<file path="config.mk">
export PLATFORM = sky130hd
export DESIGN_NAME = accel_config_seq
export DESIGN_NICKNAME = d
export VERILOG_FILES = /design/src/rtl/accel_config_seq.sv
export SDC_FILE = /design/constraint.sdc
export NUM_CORES = 1
export LEC_CHECK = 0
export BUFFER_PORTS_ARGS = -buffer_cell sky130_fd_sc_hd__buf_2
export CAP_MARGIN = 20
export CORE_MARGIN = 3
export CORE_UTILIZATION = 30
export CTS_CLUSTER_DIAMETER = 60
export DETAILED_ROUTE_END_ITERATION = 10
export SKIP_LAST_GASP = 1
export SYNTH_ARGS = -nofsm -noshare
export SYNTH_HDL_FRONTEND = slang
export SYNTH_SLANG_ARGS = --single-unit
</file>
<file path="constraint.sdc">
create_clock -name clk -period 1.95 [get_ports clk]
set_input_delay 0.195 -clock clk [delete_from_list [all_inputs] [get_ports clk]]
set_output_delay 0.195 -clock clk [all_outputs]
set_load 0.01 [all_outputs]
</file>
<file path="src/rtl/accel_config_seq.sv">
// Accelerometer register-write sequencer: issues a fixed write table through an SPI register writer.
// Optional soft-reset write (with settle wait) is included when ACCEL_SOFT_RESET_EN is defined.
module accel_config_seq #(
  parameter int GAP_CYCLES     = 8,
  parameter int SETTLE_CYCLES  = 500,
  parameter int TIMEOUT_CYCLES = 64
) (
  input  logic       clk,
  input  logic       reset,
  input  logic       start,
  input  logic       wr_finished,
  output logic       wr_ready,
  output logic [7:0] wr_address,
  output logic [7:0] wr_data,
  output logic       wr_reset,
  output logic       busy,
  output logic       done,
  output logic       error
);

  localparam int GAP_N    = (GAP_CYCLES < 1) ? 1 : GAP_CYCLES;
  localparam int SETTLE_N = (SETTLE_CYCLES < 1) ? 1 : SETTLE_CYCLES;
  localparam int TO_N     = (TIMEOUT_CYCLES < 1) ? 1 : TIMEOUT_CYCLES;
  localparam int MAX_A    = (GAP_N > SETTLE_N) ? GAP_N : SETTLE_N;
  localparam int MAX_N    = (MAX_A > TO_N) ? MAX_A : TO_N;
  localparam int CNT_W    = (MAX_N < 2) ? 1 : $clog2(MAX_N + 1);

  localparam logic [CNT_W-1:0] GAP_LAST = CNT_W'(GAP_N - 1);
  localparam logic [CNT_W-1:0] TO_LAST  = CNT_W'(TO_N - 1);
`ifdef ACCEL_SOFT_RESET_EN
  localparam logic [CNT_W-1:0] SETTLE_LAST = CNT_W'(SETTLE_N - 1);
  localparam logic [1:0]       FIRST_IDX   = 2'd0;
`else
  localparam logic [1:0]       FIRST_IDX   = 2'd1;
`endif
  localparam logic [1:0]       LAST_IDX    = 2'd2;

  typedef enum logic [2:0] {
    S_IDLE, S_LOAD, S_WAIT, S_RELEASE, S_SETTLE, S_GAP, S_DONE, S_ERROR
  } state_t;

  state_t           state, state_next;
  logic [1:0]       idx, idx_next;
  logic [CNT_W-1:0] cnt;
  logic             counting;

  // {address, data}; entry 0 is the soft reset and is only reachable with the macro on
  function automatic logic [15:0] entry(input logic [1:0] i);
    case (i)
      2'd0:    entry = 16'h1F52;
      2'd1:    entry = 16'h2C13;
      default: entry = 16'h2D02;
    endcase
  endfunction

  always_ff @(posedge clk or posedge reset) begin
    if (reset) state <= S_IDLE;
    else       state <= state_next;
  end

  always_comb begin
    state_next = state;
    idx_next   = idx;
    case (state)
      S_IDLE, S_DONE, S_ERROR:
        if (start) begin
          state_next = S_LOAD;
          idx_next   = FIRST_IDX;
        end
      S_LOAD: state_next = S_WAIT;
      // a finish arriving on the last timeout cycle still counts as success
      S_WAIT:
        if (wr_finished)         state_next = S_RELEASE;
        else if (cnt == TO_LAST) state_next = S_ERROR;
      S_RELEASE: begin
`ifdef ACCEL_SOFT_RESET_EN
        if (idx == 2'd0) state_next = S_SETTLE;
        else             state_next = S_GAP;
`else
        state_next = S_GAP;
`endif
      end
`ifdef ACCEL_SOFT_RESET_EN
      S_SETTLE:
        if (cnt == SETTLE_LAST) begin
          if (idx == LAST_IDX) state_next = S_DONE;
          else begin
            state_next = S_LOAD;
            idx_next   = idx + 2'd1;
          end
        end
`endif
      S_GAP:
        if (cnt == GAP_LAST) begin
          if (idx == LAST_IDX) state_next = S_DONE;
          else begin
            state_next = S_LOAD;
            idx_next   = idx + 2'd1;
          end
        end
      default: state_next = S_IDLE;
    endcase
  end

  assign counting = (state == S_WAIT) || (state == S_SETTLE) || (state == S_GAP);

  // counter restarts on every state change; address/data latch on the way into LOAD
  always_ff @(posedge clk or posedge reset) begin
    if (reset) begin
      cnt        <= '0;
      idx        <= 2'd0;
      wr_address <= 8'h00;
      wr_data    <= 8'h00;
    end else begin
      idx <= idx_next;
      if (state_next != state) cnt <= '0;
      else if (counting)       cnt <= cnt + CNT_W'(1);
      if (state_next == S_LOAD && state != S_LOAD)
        {wr_address, wr_data} <= entry(idx_next);
    end
  end

  always_comb begin
    wr_ready = 1'b0;
    wr_reset = 1'b0;
    busy     = 1'b0;
    done     = 1'b0;
    error    = 1'b0;
    case (state)
      S_IDLE:    wr_reset = 1'b1;
      S_LOAD:    busy     = 1'b1;
      S_WAIT:    begin busy = 1'b1; wr_ready = 1'b1; end
      S_RELEASE: begin busy = 1'b1; wr_reset = 1'b1; end
      S_SETTLE:  busy     = 1'b1;
      S_GAP:     busy     = 1'b1;
      S_DONE:    begin done  = 1'b1; wr_reset = 1'b1; end
      S_ERROR:   begin error = 1'b1; wr_reset = 1'b1; end
      default:   wr_reset = 1'b1;
    endcase
  end

endmodule

</file>
# Yosys cells after proc, flatten, opt, wreduce, memory -nomap -nowiden
# Cells that the tools add are included.
[totals]
ff_bits = 30
input_bits = 4
out_inout_bits = 21
wordCells = 48
[op_classes]
n_addsub = 2
n_eq_ne = 14
mux = 18
reduce_logical = 9
[op_table]
columns = ["cell", "n"]
rows = [
  ["$pmux W14 S2", 1],
  ["$mux W9", 2],
  ["$mux W3", 5],
  ["$pmux W3 S5", 1],
  ["$eq A3 B3 Y1 const B", 4],
  ["$add A9 B1 Y9 const B", 1],
  ["$eq A9 B3 Y1 const B", 1],
  ["$eq A9 B6 Y1 const B", 1],
  ["$eq A3 B1 Y1 const B", 2],
  ["$eq A3 B2 Y1 const B", 2],
  ["$mux W2", 3],
  ["$mux W1", 5],
  ["$reduce_or A5 Y1", 1],
  ["$pmux W2 S2", 1],
  ["$reduce_or A4 Y1", 1],
  ["$logic_not A3 Y1", 1],
  ["$ne A3 B1 Y1 const B", 1],
  ["$ne A3 B3 Y1", 1],
  ["$reduce_or A3 Y1", 1],
  ["$add A2 B1 Y2 const B", 1],
  ["$eq A2 B1 Y1 const B", 1],
  ["$eq A2 B2 Y1 const B", 1],
  ["$logic_not A2 Y1", 1],
  ["$logic_or A1 B1 Y1", 2],
  ["2 further kinds", 2],
]

# Longest topological paths before layout
[logic_depth]
ltp_word = 6
ltp_mapped = 9
mapped_depth_nobuf = 7

# Worst setup path before layout
# No wires, ideal clock.
[synth_path]
kind = "register -> register"
from = "register cnt[3]"
to = "register wr_data[4]"
setup_ps = 125
arrival_time_ps = 1953
required_time_ps = 1825
setup_slack_ps = -128
stages_incl_launch_ff = 6
n_path_buf = 0
synth_period_minus_slack_ps = 2078
cell_sequence = "dfrtp_1 or4_4 nor3_1 o211ai_2 nor3b_4 mux2_2"
[synth_via]
elab_chain_cells = 6
elab_cells_between_ends = 13
cone_classes = "eq/ne: 4; mux: 7; reduce/logical: 2"
[synth_rtl]
columns = ["item", "line_no", "source"]
rows = [
  ["start: declaration", "44", "logic [CNT_W-1:0] cnt;"],
  ["start signal: assignment", "117", "else if (counting) cnt <= cnt + CNT_W'(1);"],
  ["$eq A9 B6 Y1", "74", "else if (cnt == TO_LAST) state_next = S_ERROR;"],
  ["$mux W3", "74", ""],
  ["$mux W3", "73", "if (wr_finished) state_next = S_RELEASE;"],
  ["$pmux W3 S5 *", "64", "case (state)"],
  ["via state_next[2]", "42", "state_t state, state_next;"],
  ["$eq A3 B1 Y1 *", "118", "if (state_next == S_LOAD && state != S_LOAD)"],
  ["$logic_and A1 B1 Y1 *", "118", ""],
  ["end signal: assignment", "119", "{wr_address, wr_data} <= entry(idx_next);"],
  ["end: declaration", "14", "output logic [7:0] wr_data,"],
]
# The timed path passes the listed nets; every way through them passes the cells marked *.
# A chain may end at the register's enable or synchronous reset.

# Final worst setup path
[layout_path]
from = "register cnt[8]"
to = "register wr_address[4]"
[layout_via]
elab_cells_between_ends = 13
cone_classes = "eq/ne: 4; mux: 7; reduce/logical: 2"
[layout_lines]
columns = ["item", "line_no", "source"]
rows = [
  ["$eq A9 B3 Y1 *", "94", "if (cnt == GAP_LAST) begin"],
  ["$mux W2 *", "94", ""],
  ["$pmux W2 S2 *", "64", ""],
  ["via idx_next[1]", "43", "logic [1:0] idx, idx_next;"],
  ["$eq A2 B1 Y1 / $logic_not A2 Y1 (equally long branches)", "49", "case (i)"],
  ["$pmux W14 S2 *", "49", ""],
  ["end signal: assignment", "119", ""],
  ["end: declaration", "13", "output logic [7:0] wr_address,"],
]
# Marked as above.

==> impl_metrics.toml <==
[power]
p_int_w = 0.001193
swShare_pct = 39.21
leakagePower_nw = 0.8127
switchingPower_w = 0.0007693
power_frac_clock_pct = 16.0
vdd_drop_max_mv = 0.4886
pwr-share-comb_pct = 59.5
seqPwrFrac_pct = 24.5
p_per_area_nw_per_um2 = 1188
p_total_w = 0.001962

[synth]
synth_fa_ha_area_share_pct = 3.018
synth_commonest_cells = "dfrtp_1, buf_4, nor3_1"
syn_inst = 123
syn_area_um2 = 1244
synth_compound_area_share_pct = 8.048
seq_area_frac_synth_pct = 40.24
yosysMostFrequentCell = "dfrtp_1"
avgSynthCellArea_um2 = 10.11
synth_top_area_share_pct = 40.24
synth_seq_cells = 20
ys_async_sr_fraction_pct = 100.0
synth_edf_count = 0
synth_top_family_by_area = "simple AND/OR/NAND/NOR gates"
synth-main-ff-cell = "dfrtp_1"
yosysTopAreaCell = "dfrtp_1"
synthXorXnorAreaFrac_pct = 7.042
yosys.area_share.simple_pct = 22.23
synth.area.mux_share_pct = 9.155
synthTopCellsByArea = "dfrtp_1, buf_4, xor2_1"
yosys_warnings = 0
ys_types = 38

[critical_path]
crit_chain = "or4_4 > or4_4 > mux2i_4 > inv_2 > nor2_4 > mux2_4"
cp_top_family = "simple AND/OR/NAND/NOR gates"
path_max_fanout = 3
required_ns = 2.09
crit_type = "register to register"
cp-start-kind = "register"
cpMaxStageDelayCell = "or4_4"
r2r_slack_ns = -0.16
slowest_delay_ns = 0.56
crit_path_frequent_cell = "or4_4"
cp_num_buf_inv = 1
arrival_ns = 2.26
critPathCaptureType = "register"

[timing]
period_share_pct = 108.3
finalCriticalPeriod_ns = 2.111
tightest_slew_ns = 0.7483
max_slew_margin_pct = 50.06
rsz0062_at_grt = "yes"
finalSetupViolCount = 7
skew_ns = 0.003012
max_freq_ghz = 0.4737
hold_viol_final = 0
slew_violations = 0
setup_slack_ns = -0.1612
hold-worst-slack_ns = 0.05708

[drt]
wl_per_cell_um = 13.06
postRouteAntennaNets = 0
dr.first_iter.drc_count = 18
remaining_drc_errors = 0
wirelength_um = 2782
first_pass_iters = 4
post_drt_via_cell_ratio = 4.756
vias = 1013

[die]
core_area_um2 = 3826
rows = 22
die-width_um = 70.39
start_util_pct = 32.50
die_area_um2 = 4954
die_height_um = 70.39
ios = 25

[global_routing]
grt_max_degree = 21
grt_overflow = 0
grt_pass1_vias = 1036
grt_pass1_wl_um = 4816
grtUsageTotal_pct = 12.17
antenna_found_initial = 0

[cells_and_area]
final_nets = 173
area_growth_pct = 32.80
utilization_pct = 43.17
drive_above_1_share_pct = 44.85
n_antenna_cell = 0

[clock_tree]
numCtsBuffers = 3
holdBufCountCts = 0
cts-root-buf = "clkbuf_8"
cts_sinks = 20
cts_buffer_depth = 2
cts_tree = "built"
clk_transition_reported_paths_ns = 0.07
h-tree-depth = 1
clk_latency_ns = 0.26

[run_status]
status = "finished with violations"
violations = "negative setup slack"

[worst_hold_path]
hp-class = "input pin to asynchronous set/reset pin"

[placement]
pre_cts_ws_ns = -0.2045
dp_hpwl_um = 2168
finalWeightedCongestion = 0.8183
portBuffers = 18

[job]
max_cap_viol_count = 0
-- cell usage in the layout (no fill, tap or decap), types with 5 or more instances in the layout --
cell type | netlist | final
buf_4 | 10 | 29
dfrtp_1 | 20 | 20
buf_2 | 3 | 18
nor3_1 | 10 | 9
inv_1 | 8 | 7
nand2_1 | 7 | 6
conb_1 | 1 | 6
nor2_1 | 7 | 5
xor2_1 | 6 | 5
-- cell families after synthesis --
logic type,Yosys count
adders and majority gates,3
buffers and inverters,22
muxes,10
AOI/OAI and AO/OA,11
other,1
and+or+nand+nor,46
DFF,20
xor gates and xnor gates,10
-- sequential cells by signal, indices dropped and copies added (netlist names) --
name        cells
cnt             9
idx             2
state           3
wr_address      4
wr_data         2
-- area by class of cell --
class | instances | area, um^2
well taps | 48 | 60.06
fillers | 377 | 2175
clock buffers | 4 | 55.05
flip-flops and latches | 20 | 500.5
repair buffers | 47 | 307.8
inverters | 8 | 30.03
multi-input cells | 86 | 698.2
-- worst reg2reg max path, cell delays in order, from the launching register on --
cell	delay, ns
dfrtp_1	0.38
or4_4	0.56
or4_4	0.48
mux2i_4	0.22
inv_2	0.08
nor2_4	0.03
mux2_4	0.25
-- power by group through the flow --
stage | logic (W) | clock network, W | registers [W]
3_3_place_gp | 0.00105 | 0 | 0.000487
2_1_floorplan | 0.000743 | 0 | 0.000476
3_5_place_dp | 0.00108 | 0 | 0.000490
5_1_grt | 0.00127 | 0.000362 | 0.000487
6_report | 0.00117 | 0.000314 | 0.000481
4_1_cts | 0.00113 | 0.000331 | 0.000483
-- path summary, 6_finish.rpt --
kind	startpoint	end	cells after the start
worst max register to register	cnt[8]$_DFFE_PP0P_	wr_address[4]$_DFFE_PP0P_	6
max in group asynchronous	reset	cnt[7]$_DFFE_PP0P_	2
min in group clk	wr_finished	state[0]$_DFF_PP0_	4
worst min-delay path	reset	wr_address[0]$_DFFE_PP0P_	2
worst min register to register	wr_address[5]$_DFFE_PP0P_	wr_address[5]$_DFFE_PP0P_	2
worst max-delay path	cnt[8]$_DFFE_PP0P_	wr_address[4]$_DFFE_PP0P_	6
-- metal layers --
metal / wire, um / up-vias / GRT usage [%]
li1: - / 505 / -
met1: 1133 / 483 / 13.74
met2: 1501 / 20 / 22.45
met3: 122 / 5 / 3.453
met4: 23 / 0 / 2.553
met5: 0 / - / 0
-- stage by stage --
stage                     TNS (ns)  cell area, um^2  instances
after floorplan            -0.3584             1289        128
after global placement      -1.829             1519        204
after detailed placement    -2.482             1519        204
after CTS                  -0.8825             1602        210
after global routing        -1.981             1652        213
final                      -0.7497             1652        213
-- what timing repair did --
item | 4_1_cts | 5_1_grt
setup buffers | 2 | 3
gates cloned | 0 | 0
setup endpoints to repair | 14 | 16
pin swaps | 2 | 0
gates resized for setup | 2 | 7
hold endpoints to repair | 0 | 0
Note: power is estimated with default switching activity, not from simulation.
